`src/rtl/fifo_pkg.sv`:
```
// Shared sizing defaults for the synchronous FIFO and its storage.
package fifo_pkg;
  localparam int FIFO_WORD  = 8;
  localparam int FIFO_DEPTH = 8;
  localparam int FIFO_ADDR  = $clog2(FIFO_DEPTH);
endpackage

```
`src/rtl/fifo_mem.sv`:
```
// FIFO storage: DEPTH x WORD register array, synchronous write, asynchronous read.
module fifo_mem
  import fifo_pkg::*;
#(
  parameter int WORD  = FIFO_WORD,
  parameter int DEPTH = FIFO_DEPTH,
  parameter int ADDR  = FIFO_ADDR
) (
  input  logic            clk,
  input  logic            we_i,
  input  logic [ADDR-1:0] waddr_i,
  input  logic [WORD-1:0] wdata_i,
  input  logic [ADDR-1:0] raddr_i,
  output logic [WORD-1:0] rdata_o
);
  // No reset: stale contents are unreachable until rewritten.
  logic [WORD-1:0] memArray [DEPTH];

  always_ff @(posedge clk) begin
    if (we_i) memArray[waddr_i] <= wdata_i;
  end

  assign rdata_o = memArray[raddr_i];
endmodule

```
`src/rtl/sync_fifo.sv`:
```
// Single-clock FIFO with wrap-bit binary pointers and a registered read port.
module sync_fifo
  import fifo_pkg::*;
#(
  parameter int WORD  = FIFO_WORD,
  parameter int DEPTH = FIFO_DEPTH,
  parameter int ADDR  = FIFO_ADDR
) (
  input  logic            clk,
  input  logic            rst,
  input  logic            ren,
  input  logic            wen,
  input  logic [WORD-1:0] w_word,
  output logic [WORD-1:0] r_word,
  output logic            full,
  output logic            empty
);
  logic [ADDR:0]   wptr_q, wptr_d;
  logic [ADDR:0]   rCounterBinary, rptr_d;
  logic [WORD-1:0] r_word_q, r_word_d;
  logic [WORD-1:0] mem_rdata;
  logic            wr_acc, rd_acc;

  // Flags come only from registered pointers, so they track the post-edge state.
  assign empty = (wptr_q == rCounterBinary);
  assign full  = (wptr_q[ADDR] != rCounterBinary[ADDR]) &&
                 (wptr_q[ADDR-1:0] == rCounterBinary[ADDR-1:0]);

  assign wr_acc = wen && !full && !rst;
  assign rd_acc = ren && !empty && !rst;

  always_comb begin
    wptr_d   = wptr_q;
    rptr_d   = rCounterBinary;
    r_word_d = r_word_q;
    if (wr_acc) wptr_d = wptr_q + (ADDR+1)'(1);
    if (rd_acc) begin
      rptr_d   = rCounterBinary + (ADDR+1)'(1);
      r_word_d = mem_rdata;
    end
  end

  always_ff @(posedge clk) begin
    if (rst) begin
      wptr_q         <= '0;
      rCounterBinary <= '0;
      r_word_q       <= '0;
    end else begin
      wptr_q         <= wptr_d;
      rCounterBinary <= rptr_d;
      r_word_q       <= r_word_d;
    end
  end

  assign r_word = r_word_q;

  fifo_mem #(
    .WORD  (WORD),
    .DEPTH (DEPTH),
    .ADDR  (ADDR)
  ) mem (
    .clk     (clk),
    .we_i    (wr_acc),
    .waddr_i (wptr_q[ADDR-1:0]),
    .wdata_i (w_word),
    .raddr_i (rCounterBinary[ADDR-1:0]),
    .rdata_o (mem_rdata)
  );
endmodule

```
`config.mk`:
```
export PLATFORM = sky130hd
export DESIGN_NAME = sync_fifo
export DESIGN_NICKNAME = d
export VERILOG_FILES = /design/src/rtl/fifo_pkg.sv /design/src/rtl/fifo_mem.sv /design/src/rtl/sync_fifo.sv
export SDC_FILE = /design/constraint.sdc
export NUM_CORES = 1
export LEC_CHECK = 0
export CAP_MARGIN = 20
export CORE_MARGIN = 2
export CORE_UTILIZATION = 62
export CTS_CLUSTER_DIAMETER = 100
export DETAILED_ROUTE_END_ITERATION = 8
export PLACE_DENSITY = 0.91
export SYNTH_ARGS = -nofsm -noshare
export SYNTH_HDL_FRONTEND = slang
export SYNTH_SLANG_ARGS = --single-unit
```
`constraint.sdc`:
```
create_clock -name clk -period 3.5 [get_ports clk]
set_clock_uncertainty 0.1 [all_clocks]
set_input_delay 0.7 -clock clk [delete_from_list [all_inputs] [get_ports clk]]
set_output_delay 0.7 -clock clk [all_outputs]
set_load 0.05 [all_outputs]
```
==> impl_metrics.yaml <==
status:
  outcome: "completed"
critical_path:
  cp.arrival_ns: 2.68
  cp-end-kind: "flop"
  path_class: "flop to flop"
  crit_fanout: 20
  cp.required_ns: 3.37
  slowest_stage: "nor2_1"
  cpPeakStageDelay_ns: 0.62
  reg2regPathDepth: 6
  crit_family: "simple AND/OR/NAND/NOR gates"
  crit_cells: 6
  start_kind: "flop"
  crit_chain: "buf_4 -> xor2_1 -> o41ai_2 -> clkbuf_4 -> or3b_1 -> nor2_1"
  crit_buf_inv: 2
power:
  internal_power_uw: 1550
  pwr-share-clk: 0.302
  seqPwrFrac: 0.509
  switching_share: 0.276
  p_leak_uw: 0.00121
  p_sw_uw: 589
  p_per_area_nw_per_um2: 571
  ir_drop_mv: 0.349
  comb_power_share: 0.189
route:
  num_vias: 1727
  routed_wl_um: 5790
  drc: 0
  initialDrtViolationCount: 109
  postRouteAntennaNets: 0
  avgViaCountPerCell: 6.02
  wl_per_cell_um: 20.2
  firstDrtPassIters: 4
synth:
  synth_top_area_frac: 0.587
  ys_types: 32
  yosys-top-cells-area: "edfxtp_1, dfxtp_1, mux4_2"
  synth_fp_nets: 197
  yosys_warnings: 0
  ys_ff_latch: 80
  ys_async_sr_fraction: 0
  ys_seq_area_frac: 0.685
  synth_commonest_cells: "edfxtp_1, nor2_1, dfxtp_1"
  synth-main-ff-cell: "edfxtp_1"
  synth_top_area_cell: "edfxtp_1"
  synth_cells: 183
  syn_area_per_cell_um2: 17.9
  synth_edf_count: 64
  synth_most_common_cell: "edfxtp_1"
  synth_area_um2: 3270
finish:
  nets: 226
  area_delta_synth_final_pct: 14.3
  fin_util: 0.733
  drive_gt1_frac: 0.226
  fill_cells: 299
  antenna-diode-count: 0
floorplan:
  die_w_um: 76.7
  start_util: 0.641
  dieArea_um2: 5880
  fp-row-count: 26
  die_y_um: 76.7
  fp.coreArea_um2: 5110
  io_pins: 22
clock_tree:
  clk_pin_slew_ns: 0.08
  cts_hold_buffers: 0
  ctsResizeCount: 0
  cts.path.max_buffers: 2
  worstSkewPairLatency_ns: 0.33
  cts_sinks: 80
  htree_levels: 3
  cts_setup_buffers: 0
  cts_inserted_buffers: 9
  cts_tree: "done"
  cts-root-buf: "clkbuf_8"
timing:
  timing.final.crit_share: 0.805
  slew_headroom: 0.386
  fmax_mhz: 355
  fin_crit_ns: 2.82
  worstMarginPinSlew_ns: 0.922
  setup_tns_ns: 0
  rsz0062_at_grt: "no"
  finalMaxSlewViolations: 0
  hold_viol_final: 0
  setup_viol: 0
min_path:
  hold_class: "flop to flop"
  hold_depth: 2
place:
  io_buffers: 21
  dp_hpwl_um: 3930
  gp_congestion: 0.767
global_routing:
  grt_util_all_layers: 0.220
  grt_pass1_vias: 1843
  grt_max_degree: 21
  grt_antenna_before_repair: 0
  grt_pass1_wl_um: 9470
  grt-ovfl-total: 0
flow_run:
  drv_cap: 0
## per-layer routing
layer / GRT usage / part of all wire
met1: 0.285 / 0.41
met2: 0.343 / 0.52
met3: 0.0459 / 0.042
met4: 0.142 / 0.032
met5: 0 / 0
## cells by family (layout without fill, tap and decap cells)
logic type | after synthesis | in the layout | synth area share
simple gates | 36 | 36 | 0.0527
mux | 26 | 26 | 0.149
fa+ha+maj | 2 | 2 | 0.00764
buf+inv | 14 | 48 | 0.0283
flops | 80 | 80 | 0.685
compound gates | 18 | 18 | 0.0546
xor+xnor | 7 | 7 | 0.0233
## final cells by class
type,instances,area [µm²],area share
inverters,2,7.51,0.00201
clock inverters,7,68.8,0.0184
multi-input cells,89,940,0.251
flip-flops and latches,80,2240,0.599
clock buffers,9,124,0.0331
well taps,70,87.6,0.0234
repair buffers,30,273,0.0729
## worst reg2reg max path, cell delays in order, from the launching register on
cell	delay, ns
dfxtp_1	0.32
buf_4	0.28
xor2_1	0.37
o41ai_2	0.14
clkbuf_4	0.20
or3b_1	0.42
nor2_1	0.62
## registers in the layout (all words and copies together) (netlist names)
name / flops
wptr_q: 4
rCounterBinary: 4
mem.memArray: 64
r_word: 8
## layout by cell type (no fill, tap or decap), types with 3 or more instances in the layout
cell / netlist / layout
a211oi_2: 8 / 8
buf_4: 1 / 10
dfxtp_1: 16 / 16
or2_2: 3 / 3
mux2i_1: 10 / 10
mux4_1: 7 / 7
nor2_1: 17 / 17
clkdlybuf4s50_1: 0 / 19
clkbuf_8: 0 / 9
edfxtp_1: 64 / 64
nor4_1: 4 / 4
nand2_1: 3 / 3
mux4_2: 9 / 9
a21oi_1: 3 / 3
xor2_1: 3 / 3
## through the flow
step	setup WS (ns)	hold WS (ns)	std cells	power (µW)	instance area [µm²]
after floorplan	0.658	0.394	183	1410	3270
after global placement	0.749	0.408	270	1490	3540
after detailed placement	0.530	0.436	270	1510	3540
after CTS	0.692	0.454	286	2150	3730
after global routing	0.563	0.466	287	2210	3740
final	0.684	0.451	287	2140	3740
## power by group through the flow
stage | clock [µW] | combinational (µW) | sequential [µW]
floorplan | 0 | 231 | 1180
global placement | 0 | 386 | 1100
global route | 693 | 428 | 1090
detailed placement | 0 | 401 | 1110
CTS | 655 | 403 | 1090
finish | 645 | 404 | 1090
## worst paths after layout
kind / start / slack (ns) / endpoint
max: rCounterBinary[2]$_SDFFE_PP0P_ / 0.68 / mem.memArray[1][0]$_DFFE_PP_
min: r_word[3]$_SDFFE_PP0P_ / 0.45 / r_word[3]$_SDFFE_PP0P_
max reg2reg: rCounterBinary[2]$_SDFFE_PP0P_ / 0.68 / mem.memArray[1][0]$_DFFE_PP_
min reg2reg: r_word[3]$_SDFFE_PP0P_ / 0.45 / r_word[3]$_SDFFE_PP0P_
(Power assumes the default switching activity.)
